`src/rtl/div_seq_pkg.sv`:
```
// Shared types and sizing for the sequential restoring divider (div_seq).
package div_seq_pkg;

  localparam int DIV_WIDTH = 32;
  localparam int DIV_ITER  = 32;
  localparam int DIV_CNT_W = 6;

  typedef enum logic [1:0] {
    IDLE = 2'd0,
    BUSY = 2'd1,
    DONE = 2'd2
  } divState_e;

  // Two's-complement negate when neg is set; also used to take magnitudes.
  function automatic logic [DIV_WIDTH-1:0] condNeg(input logic [DIV_WIDTH-1:0] v, input logic neg);
    if (neg) begin
      condNeg = ~v + {{(DIV_WIDTH-1){1'b0}}, 1'b1};
    end else begin
      condNeg = v;
    end
  endfunction

endpackage

```
`src/rtl/div_step.sv`:
```
// One combinational restoring radix-2 division iteration.
module div_step
  import div_seq_pkg::*;
(
  input  logic [DIV_WIDTH:0]   remIn,
  input  logic [DIV_WIDTH-1:0] divisor,
  input  logic                 nextBit,
  output logic [DIV_WIDTH:0]   remOut,
  output logic                 qBit
);

  logic [DIV_WIDTH+1:0] shifted_s;

  // Shift in the next dividend bit, trial-subtract, restore on a negative result.
  always_comb begin
    shifted_s = {remIn, nextBit};
    qBit      = (shifted_s >= {2'b00, divisor});
    if (qBit) begin
      remOut = shifted_s[DIV_WIDTH:0] - {1'b0, divisor};
    end else begin
      remOut = shifted_s[DIV_WIDTH:0];
    end
  end

endmodule

```
`src/rtl/div_seq.sv`:
```
// Sequential 32-bit DIV/DIVU unit: 32 restoring iterations, one-cycle DONE.
// Optional macro DIV_ZERO_FAST_EN: divide-by-zero skips straight to DONE.
module div_seq
  import div_seq_pkg::*;
(
  input  logic                 clk,
  input  logic                 resetn,
  input  logic                 start,
  input  logic                 signed_div,
  input  logic                 flush,
  input  logic [DIV_WIDTH-1:0] opa,
  input  logic [DIV_WIDTH-1:0] opb,
  output logic                 divstall,
  output logic                 result_valid,
  output logic [DIV_WIDTH-1:0] quotient,
  output logic [DIV_WIDTH-1:0] remainder
);

  divState_e              state_r;
  divState_e              stateNext_s;
  logic [DIV_CNT_W-1:0]   cnt_r;
  logic [DIV_WIDTH-1:0]   dividend_r;
  logic [DIV_WIDTH-1:0]   divisor_r;
  logic [DIV_WIDTH:0]     rem_r;
  logic [DIV_WIDTH-2:0]   quot_r;
  logic                   qSign_r;
  logic                   rSign_r;
  logic [DIV_WIDTH-1:0]   quotient_r;
  logic [DIV_WIDTH-1:0]   remainder_r;

  logic                   accept_s;
  logic                   lastIter_s;
  logic                   qSignIn_s;
  logic                   rSignIn_s;
  logic [DIV_WIDTH-1:0]   opaAbs_s;
  logic [DIV_WIDTH-1:0]   opbAbs_s;
  logic [DIV_WIDTH:0]     stepRem_s;
  logic                   stepQ_s;
  logic [DIV_WIDTH-1:0]   finalQ_s;
  logic [DIV_WIDTH-1:0]   finalR_s;

  div_step uStep (
    .remIn   (rem_r),
    .divisor (divisor_r),
    .nextBit (dividend_r[DIV_WIDTH-1]),
    .remOut  (stepRem_s),
    .qBit    (stepQ_s)
  );

  assign accept_s   = (state_r == IDLE) & start & ~flush;
  assign lastIter_s = (cnt_r == DIV_CNT_W'(DIV_ITER - 1));
  assign qSignIn_s  = signed_div & (opa[DIV_WIDTH-1] ^ opb[DIV_WIDTH-1]);
  assign rSignIn_s  = signed_div & opa[DIV_WIDTH-1];
  assign opaAbs_s   = condNeg(opa, signed_div & opa[DIV_WIDTH-1]);
  assign opbAbs_s   = condNeg(opb, signed_div & opb[DIV_WIDTH-1]);
  assign finalQ_s   = {quot_r, stepQ_s};
  assign finalR_s   = stepRem_s[DIV_WIDTH-1:0];

  // Stall covers the acceptance cycle and all of BUSY; it drops in DONE and on flush.
  assign divstall     = resetn & ~flush & (((state_r == IDLE) & start) | (state_r == BUSY));
  assign result_valid = (state_r == DONE) & ~flush;
  assign quotient     = quotient_r;
  assign remainder    = remainder_r;

  // Next-state logic; flush wins from any state.
  always_comb begin
    stateNext_s = state_r;
    if (flush) begin
      stateNext_s = IDLE;
    end else begin
      case (state_r)
        IDLE: begin
          if (start) begin
`ifdef DIV_ZERO_FAST_EN
            if (opb == {DIV_WIDTH{1'b0}}) begin
              stateNext_s = DONE;
            end else begin
              stateNext_s = BUSY;
            end
`else
            stateNext_s = BUSY;
`endif
          end else begin
            stateNext_s = IDLE;
          end
        end
        BUSY: begin
          if (lastIter_s) begin
            stateNext_s = DONE;
          end else begin
            stateNext_s = BUSY;
          end
        end
        DONE:    stateNext_s = IDLE;
        default: stateNext_s = IDLE;
      endcase
    end
  end

  // State register.
  always_ff @(posedge clk or negedge resetn) begin
    if (!resetn) begin
      state_r <= IDLE;
    end else begin
      state_r <= stateNext_s;
    end
  end

  // Operand capture, iteration datapath and sign-corrected result registers.
  always_ff @(posedge clk or negedge resetn) begin
    if (!resetn) begin
      cnt_r       <= {DIV_CNT_W{1'b0}};
      dividend_r  <= {DIV_WIDTH{1'b0}};
      divisor_r   <= {DIV_WIDTH{1'b0}};
      rem_r       <= {(DIV_WIDTH+1){1'b0}};
      quot_r      <= {(DIV_WIDTH-1){1'b0}};
      qSign_r     <= 1'b0;
      rSign_r     <= 1'b0;
      quotient_r  <= {DIV_WIDTH{1'b0}};
      remainder_r <= {DIV_WIDTH{1'b0}};
    end else begin
      case (state_r)
        IDLE: begin
          if (accept_s) begin
            cnt_r      <= {DIV_CNT_W{1'b0}};
            dividend_r <= opaAbs_s;
            divisor_r  <= opbAbs_s;
            rem_r      <= {(DIV_WIDTH+1){1'b0}};
            quot_r     <= {(DIV_WIDTH-1){1'b0}};
            qSign_r    <= qSignIn_s;
            rSign_r    <= rSignIn_s;
`ifdef DIV_ZERO_FAST_EN
            if (opb == {DIV_WIDTH{1'b0}}) begin
              quotient_r  <= condNeg({DIV_WIDTH{1'b1}}, qSignIn_s);
              remainder_r <= condNeg(opaAbs_s, rSignIn_s);
            end
`endif
          end
        end
        BUSY: begin
          if (!flush) begin
            cnt_r      <= cnt_r + {{(DIV_CNT_W-1){1'b0}}, 1'b1};
            rem_r      <= stepRem_s;
            quot_r     <= finalQ_s[DIV_WIDTH-2:0];
            dividend_r <= {dividend_r[DIV_WIDTH-2:0], 1'b0};
            if (lastIter_s) begin
              quotient_r  <= condNeg(finalQ_s, qSign_r);
              remainder_r <= condNeg(finalR_s, rSign_r);
            end
          end
        end
        DONE: begin
          cnt_r <= {DIV_CNT_W{1'b0}};
        end
        default: begin
          cnt_r <= {DIV_CNT_W{1'b0}};
        end
      endcase
    end
  end

endmodule

```
`config.mk`:
```
export PLATFORM = sky130hd
export DESIGN_NAME = div_seq
export DESIGN_NICKNAME = d
export VERILOG_FILES = /design/src/rtl/div_seq_pkg.sv /design/src/rtl/div_step.sv /design/src/rtl/div_seq.sv
export SDC_FILE = /design/constraint.sdc
export NUM_CORES = 1
export LEC_CHECK = 0
export ABC_AREA = 1
export CAP_MARGIN = 40
export CORE_MARGIN = 3
export CORE_UTILIZATION = 60
export CTS_BUF_LIST = sky130_fd_sc_hd__clkbuf_2 sky130_fd_sc_hd__clkbuf_4 sky130_fd_sc_hd__clkbuf_8
export CTS_CLUSTER_SIZE = 16
export DETAILED_ROUTE_END_ITERATION = 10
export PLACE_DENSITY = 0.9
export SYNTH_ARGS = -nofsm -noshare
export SYNTH_HDL_FRONTEND = slang
export SYNTH_SLANG_ARGS = --single-unit
export TNS_END_PERCENT = 50
```
`constraint.sdc`:
```
create_clock -name clk -period 4.1 [get_ports clk]
set_input_delay 0.82 -clock clk [delete_from_list [all_inputs] [get_ports clk]]
set_output_delay 0.82 -clock clk [all_outputs]
set_load 0.02 [all_outputs]
```
# Word-level counts from Yosys, hierarchy flattened
# Cells that the tools add are included.
[totals]
ff_bits = 202
input_bits = 69
out_inout_bits = 66
elab_cells = 64
[classes]
addsub = 6
order_cmp = 1
n_eq_ne = 5
muxes = 21
bitwise = 15
n_reduce_logical = 6
[op_table]
columns = ["cell", "n"]
rows = [
  ["2-to-1 mux 32 bit", 6],
  ["adder 32 x 1 -> 32 bit (second input constant)", 4],
  ["inverter 32 bit", 4],
  ["2-to-1 mux 33 bit", 3],
  ["one-hot mux 33 bit (2 select lines)", 1],
  ["one-hot mux 32 bit (2 select lines)", 1],
  ["2-to-1 mux 31 bit", 2],
  ["one-hot mux 31 bit (2 select lines)", 1],
  ["greater-or-equal comparator 34 x 32 -> 1 bit", 1],
  ["subtractor 33 x 32 -> 33 bit", 1],
  ["2-to-1 mux 6 bit", 2],
  ["one-hot mux 6 bit (2 select lines)", 1],
  ["bitwise AND 1 bit", 8],
  ["adder 6 x 1 -> 6 bit (second input constant)", 1],
  ["== test 6 x 5 -> 1 bit (second input constant)", 1],
  ["AND reduction 3 bit", 2],
  ["2-to-1 mux 2 bit", 2],
  ["!= test 2 bit (second input constant)", 2],
  ["one-hot mux 2 bit (2 select lines)", 1],
  ["AND reduction 2 bit", 2],
  ["== test 2 x 1 -> 1 bit (second input constant)", 1],
  ["== test 2 bit (second input constant)", 1],
  ["zero test 2 bit", 1],
  ["nonzero test 2 bit", 1],
  ["4 further kinds", 4],
]

# Depth between registers and ports, before layout
# Gate-level depths: netlist of run 1.
[logic_depth]
word_depth = 5
mapped_depth = 27
mapped_depth_nobuf = 25

# Cells and area by module
# A second synthesis of run 1 with hierarchy kept.
[hier_totals]
cells_unflattened = 2292
hier_area_um2 = 14555.2
[modules_own_cells]
columns = ["mod", "n_inst", "cells_per_inst", "area_per_inst_um2", "seq_area_each_um2"]
rows = [
  ["div_seq", 1, 1595, 11277.1, 5054.8],
  ["div_step", 1, 697, 3278.1, 0.0],
]

# Worst setup path before layout of run 1
# No wires, ideal clock.
[synth_timing]
kind = "reg2reg"
startpoint = "register dividend_r[31]"
endpoint = "register quotient_r[30] (netlist: quotient[30])"
setup_ps = 76
t_arrival_ps = 3731
required_time_ps = 4024
setup_slack_ps = 293
path_stages_with_launch = 26
n_path_buf = 2
period_less_slack_ps = 3807
cell_sequence = "dfrtp_1 > inv_1 > ha_1 > inv_1 > fa_1 > nand3_1 > nand3_2 > nand2_1 > nand2_2 > nand2_4 > nand2_4 > buf_6 > inv_4 > buf_4 > ha_1 > nand2_1 > nor3_2 > inv_1 > nor4_1 > nand2_1 > nor3_2 > a21oi_1 > a21oi_1 > o21ai_0 > xor2_1 > o21ai_1"
[synth_between]
elab_chain_len = 4
[synth_lines]
columns = ["element", "line_no", "text"]
rows = [
  ["start: declaration", "div_seq.sv:22", "logic [DIV_WIDTH-1:0] dividend_r;"],
  ["start signal: assignment", "div_seq.sv:113", "dividend_r <= {DIV_WIDTH{1'b0}};"],
  ["start signal: assignment", "div_seq.sv:126", "dividend_r <= opaAbs_s;"],
  ["start signal: assignment", "div_seq.sv:145", "dividend_r <= {dividend_r[DIV_WIDTH-2:0], 1'b0};"],
  ["greater-or-equal comparator 34 x 32 -> 1 bit", "div_step.sv:17", "qBit = (shifted_s >= {2'b00, divisor});"],
  ["inverter 32 bit", "div_seq_pkg.sv:17", "condNeg = ~v + {{(DIV_WIDTH-1){1'b0}}, 1'b1};"],
  ["adder 32 x 1 -> 32 bit", "div_seq_pkg.sv:17", ""],
  ["2-to-1 mux 32 bit", "div_seq_pkg.sv:16", "if (neg) begin"],
  ["end signal: assignment", "div_seq.sv:119", "quotient_r <= {DIV_WIDTH{1'b0}};"],
  ["end signal: assignment", "div_seq.sv:147", "quotient_r <= condNeg(finalQ_s, qSign_r);"],
  ["end: declaration", "div_seq.sv:28", "logic [DIV_WIDTH-1:0] quotient_r;"],
]
# No other way between the ends.
# A chain may end at the register's enable or synchronous reset.

# Worst setup path in the final report of run 1
# Same ends and word-level chain as after synthesis.

==> results of run 1 <==
==> placed cells by master, fill, tap and decap left out, types with 3 or more instances in the layout <==
master	instances
sky130_fd_sc_hd__a21oi_1	63
sky130_fd_sc_hd__a21oi_2	3
sky130_fd_sc_hd__a31oi_1	8
sky130_fd_sc_hd__buf_4	23
sky130_fd_sc_hd__clkbuf_4	11
sky130_fd_sc_hd__clkbuf_8	48
sky130_fd_sc_hd__clkdlybuf4s50_1	133
sky130_fd_sc_hd__clkinv_2	5
sky130_fd_sc_hd__dfrtp_1	202
sky130_fd_sc_hd__ha_1	37
sky130_fd_sc_hd__inv_1	242
sky130_fd_sc_hd__inv_2	4
sky130_fd_sc_hd__nand2_1	578
sky130_fd_sc_hd__nand2_2	9
sky130_fd_sc_hd__nand2_4	3
sky130_fd_sc_hd__nand3_1	122
sky130_fd_sc_hd__nand3_2	3
sky130_fd_sc_hd__nand3b_1	4
sky130_fd_sc_hd__nand4_1	22
sky130_fd_sc_hd__nor2_1	161
sky130_fd_sc_hd__nor2_2	6
sky130_fd_sc_hd__nor3_1	20
sky130_fd_sc_hd__nor4_1	13
sky130_fd_sc_hd__o211ai_1	12
sky130_fd_sc_hd__o21ai_0	171
sky130_fd_sc_hd__o21ai_1	12
sky130_fd_sc_hd__o21ai_2	3
sky130_fd_sc_hd__o21bai_1	5
sky130_fd_sc_hd__o22ai_1	42
sky130_fd_sc_hd__o31ai_1	8
sky130_fd_sc_hd__xnor2_1	20
sky130_fd_sc_hd__xor2_1	86
==> cells by family (layout without fill, tap and decap cells) <==
kind of cell	count (synthesis)	in the layout
simple gates	953	953
buf+inv	313	473
compound gates	338	338
xor+xnor	106	106
flops	202	202
fa+ha+maj	38	38
==> power by group through the flow <==
stage	Sequential [W]	Clock, W	Combinational [W]
3_3_place_gp	0.00254	0	0.00671
3_5_place_dp	0.00256	0	0.00682
5_1_grt	0.00258	0.00221	0.00789
6_report	0.00255	0.00209	0.00707
2_1_floorplan	0.00245	0	0.00513
4_1_cts	0.00253	0.00211	0.00687
==> layout make-up <==
cell class                 count  area, µm²  share of cell area
clock buffer                  58      729.5             0.04564
clock inverter                 8      75.07            0.004697
inverter                     249      937.1             0.05863
multi-input combinational   1435       7291              0.4562
sequential                   202       5055              0.3163
tap                          280      350.3             0.02192
timing repair buffer         158       1545             0.09668
==> synth_stat cells, drive strengths merged <==
cell	count	area share
a22o	2	0.0013
o21bai	6	0.0036
ha	37	0.034
inv	247	0.069
o221ai	2	0.0013
nand2	590	0.17
o22ai	42	0.019
or2	2	0.00092
o21ai	186	0.070
nor4	14	0.0065
o21a	2	0.0011
clkinv	2	0.00055
o31ai	8	0.0044
nor2	169	0.049
a311oi	1	0.00065
and2	2	0.00092
nand4	22	0.010
a22oi	1	0.00055
clkbuf	54	0.015
nor3b	1	0.00055
nand3	125	0.047
buf	10	0.0054
o211ai	12	0.0067
o41ai	1	0.00065
xor2	86	0.056
fa	1	0.0015
dfrtp	202	0.37
nand2b	1	0.00046
a31oi	8	0.0037
xnor2	20	0.013
nand3b	4	0.0022
or4	1	0.00055
nor3	22	0.0089
a21oi	67	0.026
==> per-layer routing <==
metal | wire length, µm | vias to the layer above | part of all wire | track usage
li1 | - | 6584 | - | -
met1 | 17030 | 6202 | 0.45 | 0.4575
met2 | 16730 | 644 | 0.44 | 0.4715
met3 | 3617 | 83 | 0.095 | 0.06546
met4 | 870 | 0 | 0.023 | 0.08378
met5 | 0 | - | 0 | 0
==> worst max-delay path, stage by stage (launching register included) <==
cell	delay (ns)
sky130_fd_sc_hd__dfrtp_1	0.39
sky130_fd_sc_hd__inv_1	0.08
sky130_fd_sc_hd__ha_1	0.13
sky130_fd_sc_hd__inv_1	0.07
sky130_fd_sc_hd__fa_1	0.43
sky130_fd_sc_hd__nand3_1	0.13
sky130_fd_sc_hd__nand3_2	0.13
sky130_fd_sc_hd__nand2_1	0.12
sky130_fd_sc_hd__nand2_2	0.08
sky130_fd_sc_hd__nand2_4	0.07
sky130_fd_sc_hd__nand2_4	0.06
sky130_fd_sc_hd__inv_4	0.06
sky130_fd_sc_hd__ha_1	0.15
sky130_fd_sc_hd__nand2_1	0.10
sky130_fd_sc_hd__nor3_2	0.23
sky130_fd_sc_hd__inv_1	0.08
sky130_fd_sc_hd__nor4_2	0.24
sky130_fd_sc_hd__nand2_1	0.16
sky130_fd_sc_hd__nor3_2	0.20
sky130_fd_sc_hd__a21oi_1	0.13
sky130_fd_sc_hd__a21oi_1	0.25
sky130_fd_sc_hd__o21ai_0	0.16
sky130_fd_sc_hd__xor2_1	0.17
sky130_fd_sc_hd__o21ai_1	0.12
==> through the flow <==
step / util / hold WS, ns
3_3_place_gp: 0.6876 / 0.4603
2_1_floorplan: - / 0.4439
5_1_grt: 0.7256 / 0.2045
4_1_cts: 0.7253 / 0.1929
6_report: 0.7256 / 0.1912
3_5_place_dp: 0.6888 / 0.4665
==> worst max-delay path by stage <==
stage and end:
6_report quotient[30]$_DFFE_PN0P_, 5_1_grt remainder[28]$_DFFE_PN0P_, 4_1_cts quotient[30]$_DFFE_PN0P_, 3_5_place_dp quotient[30]$_DFFE_PN0P_, 3_3_place_gp quotient[30]$_DFFE_PN0P_, 2_1_floorplan quotient[30]$_DFFE_PN0P_
==> sequential cells by signal, indices dropped and copies added, names as in the netlist <==
| name | cells |
|---|---|
| dividend_r | 32 |
| rem_r | 33 |
| state_r | 2 |
| remainder | 32 |
| cnt_r | 6 |
| rSign_r | 1 |
| quotient | 32 |
| divisor_r | 32 |
| qSign_r | 1 |
| quot_r | 31 |
==> timing repair <==
action | 4_1_cts | 5_1_grt
endpoints found under the hold margin | 0 | 0
endpoints found under the setup margin | 0 | 1
gates resized for setup | 0 | 1
==> parameters.txt, run 1 <==
Parameter                              Value

Place
  Setup slack at placement ... 0.3358 ns
  Instance area after placement ... 0.01517 mm²
  Detailed Place HPWL ... 28360 µm
  # placed instances ... 2324
  Port Buffers ... 134
  Final weighted congestion in routability-driven placement ... 1.011

Pwr
  Sw Share ... 0.5182
  Power Internal ... 0.005640 W
  Share of power burned in registers ... 0.218
  Switch Pwr ... 0.006066 W
  Power share of the combinational group ... 0.604
  Overall power consumption ... 0.01171 W
  Relative contribution of the clock network to total power ... 0.179
  Leak pwr ... 8.024 nW
  Power density over cell area ... 732.4 mW/mm²
  Peak supply drop ... 319.4 µV

STA
  Min setup slack post-route ... 0.3090 ns
  Total count of hold-check failures in the final report ... 0
  Pin slew with the least headroom to its limit ... 0.9456 ns
  Setup total negative slack ... 0 ns
  Worst slew margin relative to its limit ... 0.3696
  Final setup skew ... 0.02655 ns
  Period utilisation layout ... 0.9246
  Slew Limit Fails ... 0
  Max Clk Rate ... 263.8 MHz
  Min Tclk post-route ... 3.791 ns
  Setup repair after global routing missed its margin ... false
  Setup Viol. Count Final ... 0

Critical path
  Number of cells on the worst reg-to-reg path ... 23
  Origin of the critical flop-to-flop path ... dividend_r[31]$_DFFE_PN0P_
  Worst Path Arrival ... 4.27 ns
  Type of the setup path with the least slack ... reg2reg
  Worst path required time ... 4.57 ns
  Critical Path End Type ... register
  End of the worst register-to-register path ... quotient[30]$_DFFE_PN0P_
  Beginning of the critical path ... dividend_r[31]$_DFFE_PN0P_
  Minimum setup slack among reg-to-reg paths ... 0.31 ns
  Type of element launching the critical path ... register
  Largest fanout on the critical path ... 4

Final layout
  Proportion of layout cells with a drive suffix above 1 ... 0.06256
  Antenna cell count ... 0
  Final non-filler cell total ... 2390
  Cell area after layout ... 0.01598 mm²
  Count of filler cells inserted in the layout ... 1743
  Layout Area Growth over Synthesis ... 18.07%
  Final layout net count ... 2190

Yosys
  Mean area per synthesized cell ... 6.942 µm²
  Number of distinct library cells after synthesis ... 50
  Syn_nets ... 2057
  Main combinational cell family by area after synthesis ... simple AND/OR/NAND/NOR gates
  Post-synthesis instance area ... 0.01354 mm²
  Portion of the post-synthesis area used by sequential elements ... 0.3734
  Area share of fa/ha/maj cells after synthesis ... 0.03568
  Gate Count Post-Synth ... 1950
  Complex-gate fraction of the synthesized area ... 0.1394
  Warnings from Yosys ... 0
  Xor/xnor cell area share of the yosys netlist ... 0.06858
  Fraction of the mapped netlist area in simple logic gates ... 0.2934
  Proportion of synthesized area in mux cells ... 0
  Synth Register Bits ... 202

Global route
  Largest net degree at the start of global routing ... 70
  GR Util All Layers ... 0.3114
  Via count of the first global-routing pass ... 12670
  Antenna violations before repair ... 0
  Total congestion overflow ... 0
  Global-route wire length before repair ... 62260 µm

Detailed routing
  First drt pass iteration count ... 6
  DRC violation count after routing ... 0
  Routed vias ... 13510
  Vias per Instance ... 5.654
  Detailed-route wire length per cell ... 16.01 µm
  Initial DRC Count ... 1327
  Post-detailed-route count of antenna-violating nets ... 0
  Total wire length ... 38250 µm

Clock network
  Clock Latency Late Sink ... 0.55 ns
  Post-cts hold buffer count ... 0
  Clock-pin transition on the worst setup and hold timing paths ... 0.07 ns
  CTS tree ... done
  Setup bufs post-CTS ... 0
  Clock buffer count from CTS ... 37
  Maximum buffer depth of the clock tree ... 3
  Number of clock sinks ... 202
  Total number of H-tree levels ... 2
  Cell chosen for the clock root ... sky130_fd_sc_hd__clkbuf_8

Job
  Max cap viols ... 0

Floorplanning
  Placeable core area ... 0.02203 mm²
  Horizontal die dimension ... 156.2 µm
  Boundary Pins ... 135
  Height of the die ... 156.2 µm
  Full die area ... 0.02440 mm²
  Effective utilization at floorplan ... 0.6146
  Core Rows ... 54

Worst hold path
  Worst min-delay path category ... in2async

Outcome
  Result of the run ... finished clean
No activity file was read; power rests on OpenSTA's default activity.
==> run 2: changes to the inputs <==
GPL_TIMING_DRIVEN = 1   (was default)
==> results of run 2 <==
The final DEF is identical to that of run 1; final timing and power are the same.
